$ cat src/rtl/pill_feeder_sim.sv
// Plant-side model of the pill hopper, chute and bottle conveyor.
// Emits one-cycle pill pulses while the bottling controller runs, tracks the
// hopper fill level, indexes a fresh bottle after each bottle_full pulse and
// reports starvation, stop and emergency conditions.
//
// Pulse interface: pill_pulse is a registered, one-cycle strobe with no
// back-pressure. The receiver must count every cycle in which it is high.
// Two consecutive high cycles never occur.
module pill_feeder_sim #(
    parameter int PILL_PERIOD   = 100,
    parameter int INDEX_TICKS   = 500,
    parameter int HOPPER_MAX    = 999,
    parameter int HOPPER_REFILL = 200,
    parameter int LEVEL_W       = 10
) (
    input  logic               clk_1khz,
    input  logic               clr,
    input  logic               run,
    input  logic               bottle_full,
    input  logic               hopper_add,
    input  logic               hopper_stop,
    input  logic               conveyor_stop,
    input  logic               emergncy_stop,
    output logic               pill_pulse,
    output logic               bottle_ready,
    output logic [LEVEL_W-1:0] hopper_level,
    output logic [2:0]         feeder_state,
    output logic               fault
);

    localparam int PW = (PILL_PERIOD > 1) ? $clog2(PILL_PERIOD) : 1;
    localparam int IW = (INDEX_TICKS > 1) ? $clog2(INDEX_TICKS) : 1;

    localparam logic [PW-1:0]      PERIOD_LAST = PW'(PILL_PERIOD - 1);
    localparam logic [IW-1:0]      INDEX_LAST  = IW'(INDEX_TICKS - 1);
    localparam logic [LEVEL_W:0]   LEVEL_CAP   = (LEVEL_W+1)'(HOPPER_MAX);
    localparam logic [LEVEL_W:0]   REFILL_AMT  = (LEVEL_W+1)'(HOPPER_REFILL);

    typedef enum logic [2:0] {
        S_IDLE    = 3'd0,
        S_FEED    = 3'd1,
        S_INDEX   = 3'd2,
        S_STARVED = 3'd3,
        S_HALT    = 3'd4
    } feeder_state_t;

    feeder_state_t      state_q, state_d;
    logic [PW-1:0]      period_q, period_d;
    logic [IW-1:0]      index_q, index_d;
    logic [LEVEL_W-1:0] level_d;
    logic [LEVEL_W-1:0] level_after_pill;
    logic [LEVEL_W:0]   level_sum;
    logic               add_q;
    logic               add_edge;
    logic               emit;

    // Next-state, counter updates and pill emission decision.
    always_comb begin
        state_d  = state_q;
        period_d = period_q;
        index_d  = index_q;
        emit     = 1'b0;

        if (emergncy_stop) begin
            state_d = S_HALT;
        end else begin
            case (state_q)
                S_IDLE: begin
                    if (run) begin
                        state_d  = S_FEED;
                        period_d = '0;
                    end
                end
                S_FEED: begin
                    if (!run) begin
                        state_d = S_IDLE;
                    end else if (bottle_full) begin
                        // A due pill is dropped on the floor: the chute closes
                        // as soon as the bottle is declared full.
                        state_d  = S_INDEX;
                        index_d  = '0;
                        period_d = '0;
                    end else if (hopper_level == '0) begin
                        state_d = S_STARVED;
                    end else if (!hopper_stop) begin
                        if (period_q == PERIOD_LAST) begin
                            emit     = 1'b1;
                            period_d = '0;
                        end else begin
                            period_d = period_q + 1'b1;
                        end
                    end
                end
                S_INDEX: begin
                    if (!run) begin
                        state_d = S_IDLE;
                    end else if (!conveyor_stop) begin
                        if (index_q == INDEX_LAST) begin
                            state_d  = S_FEED;
                            period_d = '0;
                        end else begin
                            index_d = index_q + 1'b1;
                        end
                    end
                end
                S_STARVED: begin
                    if (!run) begin
                        state_d = S_IDLE;
                    end else if (hopper_level != '0) begin
                        state_d  = S_FEED;
                        period_d = '0;
                    end
                end
                S_HALT: begin
                    if (!run) begin
                        state_d = S_IDLE;
                    end
                end
                default: begin
                    state_d = S_IDLE;
                end
            endcase
        end
    end

    // Hopper level: subtract an emitted pill, then apply a saturating refill.
    always_comb begin
        add_edge         = hopper_add & ~add_q;
        level_after_pill = hopper_level - LEVEL_W'(emit);
        level_sum        = {1'b0, level_after_pill} + REFILL_AMT;
        level_d          = level_after_pill;
        if (add_edge) begin
            if (level_sum > LEVEL_CAP) begin
                level_d = LEVEL_CAP[LEVEL_W-1:0];
            end else begin
                level_d = level_sum[LEVEL_W-1:0];
            end
        end
    end

    // State, counters, level, refill edge register and registered pulse.
    always_ff @(posedge clk_1khz) begin
        if (clr) begin
            state_q      <= S_IDLE;
            period_q     <= '0;
            index_q      <= '0;
            hopper_level <= LEVEL_CAP[LEVEL_W-1:0];
            add_q        <= 1'b0;
            pill_pulse   <= 1'b0;
        end else begin
            state_q      <= state_d;
            period_q     <= period_d;
            index_q      <= index_d;
            hopper_level <= level_d;
            add_q        <= hopper_add;
            pill_pulse   <= emit;
        end
    end

    // Status outputs decoded directly from the state register.
    always_comb begin
        feeder_state = state_q;
        bottle_ready = (state_q == S_FEED) || (state_q == S_STARVED);
        fault        = (state_q == S_STARVED);
    end

endmodule

$ cat config.mk
export PLATFORM = sky130hd
export DESIGN_NAME = pill_feeder_sim
export DESIGN_NICKNAME = d
export VERILOG_FILES = /design/src/rtl/pill_feeder_sim.sv
export SDC_FILE = /design/constraint.sdc
export NUM_CORES = 1
export LEC_CHECK = 0
export ABC_AREA = 1
export BUFFER_PORTS_ARGS = -buffer_cell sky130_fd_sc_hd__clkbuf_2
export CAP_MARGIN = 10
export CORE_ASPECT_RATIO = 1.5
export CORE_MARGIN = 1
export CORE_UTILIZATION = 45
export DETAILED_ROUTE_END_ITERATION = 7
export PLACE_DENSITY = 0.68
export SLEW_MARGIN = 15
export SYNTH_ARGS = -nofsm -noshare
export SYNTH_HDL_FRONTEND = slang
export SYNTH_SLANG_ARGS = --single-unit
$ cat constraint.sdc
create_clock -name clk_1khz -period 7.1 [get_ports clk_1khz]
set_input_delay 1.065 -clock clk_1khz [delete_from_list [all_inputs] [get_ports clk_1khz]]
set_output_delay 1.065 -clock clk_1khz [all_outputs]
set_load 0.005 [all_outputs]
-- Yosys cells after proc, flatten, opt, wreduce, memory -nomap -nowiden
Cells that the tools add are included.
- register bits after elaboration: 31
- output and inout bits: 16
- word-level logic and storage cells: 93
- add/subtract/negate cells: 4
- $lt $le $gt $ge: 1
- equal/unequal tests: 28
- multiplexer cells: 39
- bitwise logic cells: 3
- reductions and logical operators: 11
- operators by type and width (operator ; number):
    7-bit 2-to-1 mux ; 11
    9-bit 2-to-1 mux ; 5
    3-bit 2-to-1 mux ; 11
    7-bit case mux with 4 select lines ; 1
    10-bit 2-to-1 mux ; 2
    2-bit inequality test, second input constant ; 9
    3-bit inequality test, second input constant ; 6
    9-bit case mux with 2 select lines ; 1
    3-bit case mux with 5 select lines ; 1
    4-bit inequality test, second input constant ; 3
    6-bit AND reduction ; 2
    10-bit by 8-bit adder with 11-bit output, second input constant ; 1
    11-bit by 10-bit greater-than comparator with 1-bit output, second input constant ; 1
    11-bit AND reduction ; 1
    10-bit logical NOT ; 1
    10-bit nonzero test ; 1
    10-bit by 1-bit subtractor with 10-bit output ; 1
    9-bit by 1-bit adder with 9-bit output, second input constant ; 1
    9-bit == test, second input constant ; 1
    7-bit by 1-bit adder with 7-bit output, second input constant ; 1
    7-bit == test, second input constant ; 1
    1-bit 2-to-1 mux ; 7
    7-bit AND reduction ; 1
    3-bit by 2-bit == test with 1-bit output, second input constant ; 2
    other kinds (13) ; 14

-- Depth between registers and ports, before layout
- depth in word-level cells: 13
- depth in mapped cells: 23
- mapped depth without buffers: 23

-- Worst setup path after synthesis
Ideal clock, no wire load.
- path kind: input to register
- start: in bottle_full
- end: reg hopper_level[5]
- library setup time: 67 ps
- arrival time: 3341 ps
- required time: 7033 ps
- slack: 3693 ps
- cell stages on the path: 20
- path through: nor2_1 -> nand2_1 -> nor3_1 -> ha_1 -> ha_1 -> nand2_1 -> nand2_1 -> nand2_1 -> inv_1 -> ha_1 -> inv_1 -> o21ai_0 -> nand2_1 -> nor2_1 -> nand2_1 -> nor2_2 -> nand3_2 -> nand2_2 -> nand2_2 -> nand3b_2
- word-level cells in the longest chain between the ends: 9
- RTL lines (item ; line ; text):
    start, declared ; 19 ; input logic bottle_full,
    1-bit 2-to-1 mux (*) ; 77 ; end else if (bottle_full) begin
    1-bit 2-to-1 mux (*) ; 75 ; if (!run) begin
    1-bit 2-to-1 mux (*) ; 67 ; case (state_q)
    1-bit 2-to-1 mux (*) ; 64 ; if (emergncy_stop) begin
    via emit ; 55 ; logic emit;
    10-bit by 1-bit subtractor with 10-bit output (*) ; 129 ; level_after_pill = hopper_level - LEVEL_W'(emit);
    10-bit by 8-bit adder with 11-bit output ; 130 ; level_sum = {1'b0, level_after_pill} + REFILL_AMT;
    11-bit by 10-bit greater-than comparator with 1-bit output ; 133 ; if (level_sum > LEVEL_CAP) begin
    10-bit 2-to-1 mux ; 133 ;
    10-bit 2-to-1 mux (*) ; 132 ; if (add_edge) begin
    end signal, assigned ; 147 ; hopper_level <= LEVEL_CAP[LEVEL_W-1:0];
    end signal, assigned ; 154 ; hopper_level <= level_d;
    end, declared ; 26 ; output logic [LEVEL_W-1:0] hopper_level,
The timed path passes the listed nets; every way through them passes the cells marked *.
A chain may end at the register's enable or synchronous reset.

-- Final worst setup path
Ends and elaborated chain as after synthesis.

==> flow_metrics.py <==
metrics = {
    "synth": {
        "synth_top_flop_cell": "dfxtp_1",
        "synth_nets": 313,
        "synth_top_cell_area_share_pct": 29.7,
        "synth_edf_count": 0,
        "yosysSeqAreaShare_pct": 29.7,
        "synth-seq-cells": 31,
        "async_flop_share_pct": 0,
        "syn_area_mm2": 0.00209,
        "syn_inst": 299,
        "ys_top_cells_by_area": "dfxtp_1 (30%), nand2_1 (12%), inv_1 (5.9%)",
        "ys_types": 35,
        "syn_area_per_cell_um2": 6.99,
        "yosysTopAreaCell": "dfxtp_1",
        "ys_warn_count": 0,
    },
    "critical_path": {
        "crit_path_frequent_cell": "nand2_1",
        "critPathBufInv": 3,
        "critPathCaptureType": "register",
        "crit_required_ns": 7.31,
        "crit_chain": "clkbuf_2 > nor2_1 > nand2_1 > nor3_1 > ha_1 > ha_1 > nand2_1 > nand2_1 > nand2_1 > inv_1 > ha_1 > inv_1 > o21ai_0 > nand2_1 > nor2_1 > nand2_1 > nor2_2 > nand3_2 > nand2_2 > nand2_2 > nand3b_2",
        "slowest_stage": "ha_1",
        "critPathArrivalTime_ns": 3.81,
        "path_max_fanout": 6,
        "max_stage_delay_ns": 0.29,
        "worstSetupStartpointType": "input pin",
        "path_class": "input pin to register",
        "path_delay_family": "simple AND/OR/NAND/NOR gates",
    },
    "die": {
        "rows": 30,
        "fp.dieW_um": 57.6,
        "die_h_um": 85.5,
        "initial_core_util_pct": 46.4,
        "pin_count": 24,
        "core_area_mm2": 0.00450,
        "die_area_mm2": 0.00493,
    },
    "layout": {
        "fillerInstances": 456,
        "ff_latch_area_um2": 621,
        "multiInputGateArea_mm2": 0.00131,
        "layout_common_cells": "nand2_1 (67), inv_1 (33), dfxtp_1 (31)",
        "stdcell_count": 377,
        "layout_commonest_cell": "nand2_1",
        "area_delta_synth_final_pct": 13.0,
        "diodes": 0,
        "nNetsFinal": 342,
        "finish.utilization_pct": 52.4,
        "drive_gt1_share_pct": 25.8,
    },
    "placed_design": {
        "dp.cells": 369,
        "hpwl_um": 3740,
        "place_ws_ns": 3.24,
        "port_buffers": 23,
        "gp_congestion": 0.945,
    },
    "detailed_routing": {
        "drtAntennaViolNets": 0,
        "first_iter_violations": 99,
        "remaining_drc_errors": 1,
        "avgRoutedWirePerCell_um": 12.1,
        "firstDrtPassIters": 6,
        "via_count": 1997,
        "viasPerCell": 5.30,
        "drt_wl_total_um": 4570,
    },
    "clock_tree": {
        "clkLatencyLatePin_ns": 0.28,
        "clkSinkCount": 31,
        "root_buffer": "clkbuf_8",
        "cts_setup_buffers": 0,
        "clkSlewWorstSetupHoldPaths_ns": 0.06,
        "cts_made_buffers": 5,
        "clk_path_buf_depth": 2,
        "cts_tree": "done",
        "postCtsHoldBufs": 0,
        "htree_levels": 2,
        "cts_resized": 0,
    },
    "sta": {
        "hold_ws_ns": 0.470,
        "timing.final.ws_setup_ns": 3.50,
        "fmaxAchievable_mhz": 278,
        "finalCritPeriodShare_pct": 50.7,
        "setup_tns_ns": 0,
        "rsz0062_at_grt": "no",
        "relSlewSlack_pct": 61.7,
        "finalSetupViolCount": 0,
        "hold_violations": 0,
        "worst_slew_pin_slew_ns": 0.574,
        "fin_crit_ns": 3.60,
        "fin_skew_ns": 0.0108,
        "slew_viol_final": 0,
    },
    "global_routing": {
        "grt_usage_pct": 20.6,
        "grt_pass1_vias": 1883,
        "grt_first_pass_wirelength_um": 7960,
        "antenna_found_initial": 0,
        "overflow": 0,
        "grt_max_degree": 14,
    },
    "worst_hold_path": {
        "hp-class": "register to register",
    },
    "power_and_ir_drop": {
        "power_frac_clock_pct": 38.3,
        "p_int_mw": 0.287,
        "p_sw_mw": 0.107,
        "switching_share_pct": 27.2,
        "peakVddDrop_mv": 0.102,
        "power.density_mw_per_mm2": 167,
        "p_seq_share_pct": 46.7,
        "comb_power_share_pct": 15.0,
        "leakage_nw": 1.03,
    },
    "run": {
        "drv_cap": 0,
    },
    "outcome": {
        "outcome": "complete, but fails checks",
        "violations": "design-rule violations",
    },
}
==> routing by layer <==
metal  part of all wire, %  wire length, um  up-vias  track usage [%]
met5                     0                0        -                0
met4                   3.0              138        0             9.76
met3                   2.5              112       11             3.20
met2                    56             2550       40             40.0
met1                    39             1770      914             20.6
li1                      -                -     1032                -
==> metrics by stage <==
stage,power [mW],instance area (um2)
3_5_place_dp,0.247,2260
4_1_cts,0.399,2360
5_1_grt,0.417,2360
6_report,0.395,2360
2_1_floorplan,0.231,2090
3_3_place_gp,0.247,2260
==> final cells by class <==
cell class                      instances  share of cell area, %
Sequential cell                        31                   26.3
Tap cell                               48                   2.54
Clock buffer                            8                   4.24
Timing Repair Buffer                   23                   4.88
Multi-Input combinational cell        225                   55.4
Inverter                               42                   6.68
==> worst register-to-register path, cell delays in order, from the launching register on <==
cell,delay [ns]
dfxtp_1,0.40
ha_1,0.23
nand4_1,0.11
nor3_1,0.31
nand2_1,0.12
nor3_1,0.22
ha_1,0.29
ha_1,0.28
nand2_1,0.11
nand2_1,0.07
nand2_1,0.09
inv_1,0.11
ha_1,0.19
inv_1,0.06
o21ai_0,0.16
nand2_1,0.07
nor2_1,0.10
nand2_1,0.07
nor2_2,0.09
nand3_2,0.09
nand2_2,0.08
nand2_2,0.13
nand3b_2,0.11
==> flip-flops by register name, summed over array words and instances (netlist names) <==
signal,flops
feeder_state,3
add_q,1
index_q,9
pill_pulse,1
hopper_level,10
period_q,7
==> cells in the mapped netlist (2+ instances only) <==
| master | number |
|---|---|
| nand3_2 | 8 |
| ha_1 | 6 |
| a31oi_1 | 2 |
| o211ai_1 | 3 |
| nand2_2 | 10 |
| nand3_4 | 2 |
| a21oi_1 | 11 |
| nand2_1 | 67 |
| xor2_1 | 6 |
| nor4_1 | 2 |
| nand3_1 | 19 |
| inv_1 | 33 |
| inv_2 | 9 |
| o21ai_1 | 4 |
| nor2_4 | 4 |
| o21ai_4 | 2 |
| nor3_1 | 9 |
| dfxtp_1 | 31 |
| nor2_1 | 27 |
| nand4_1 | 7 |
| nor2_2 | 12 |
| nor3_4 | 2 |
| o21ai_0 | 10 |
| nor3b_1 | 2 |
==> cell families after synthesis <==
| group | count (synthesis) | synth area share [%] |
|---|---|---|
| compound gates | 34 | 10.0 |
| fa+ha+maj | 6 | 3.59 |
| xor+xnor | 7 | 2.93 |
| simple gates | 178 | 46.0 |
| flops | 31 | 29.7 |
| buf+inv | 43 | 7.72 |
==> final timing paths <==
kind	slack, ns	to	cells past startpoint	start
worst min register to register	0.47	index_q[7]	2	index_q[7]
worst max-delay path	3.50	hopper_level[5]	21	bottle_full
worst min-delay path	0.47	index_q[7]	2	index_q[7]
worst max register to register	3.56	hopper_level[5]	22	period_q[0]
==> power groups by stage <==
stage          combinational [mW]  sequential [mW]  clock (mW)
2_1_floorplan              0.0431            0.187           0
3_3_place_gp               0.0589            0.188           0
3_5_place_dp               0.0591            0.188           0
4_1_cts                    0.0597            0.184       0.155
5_1_grt                    0.0671            0.185       0.165
6_report                   0.0591            0.184       0.151
(Power assumes the default switching activity.)
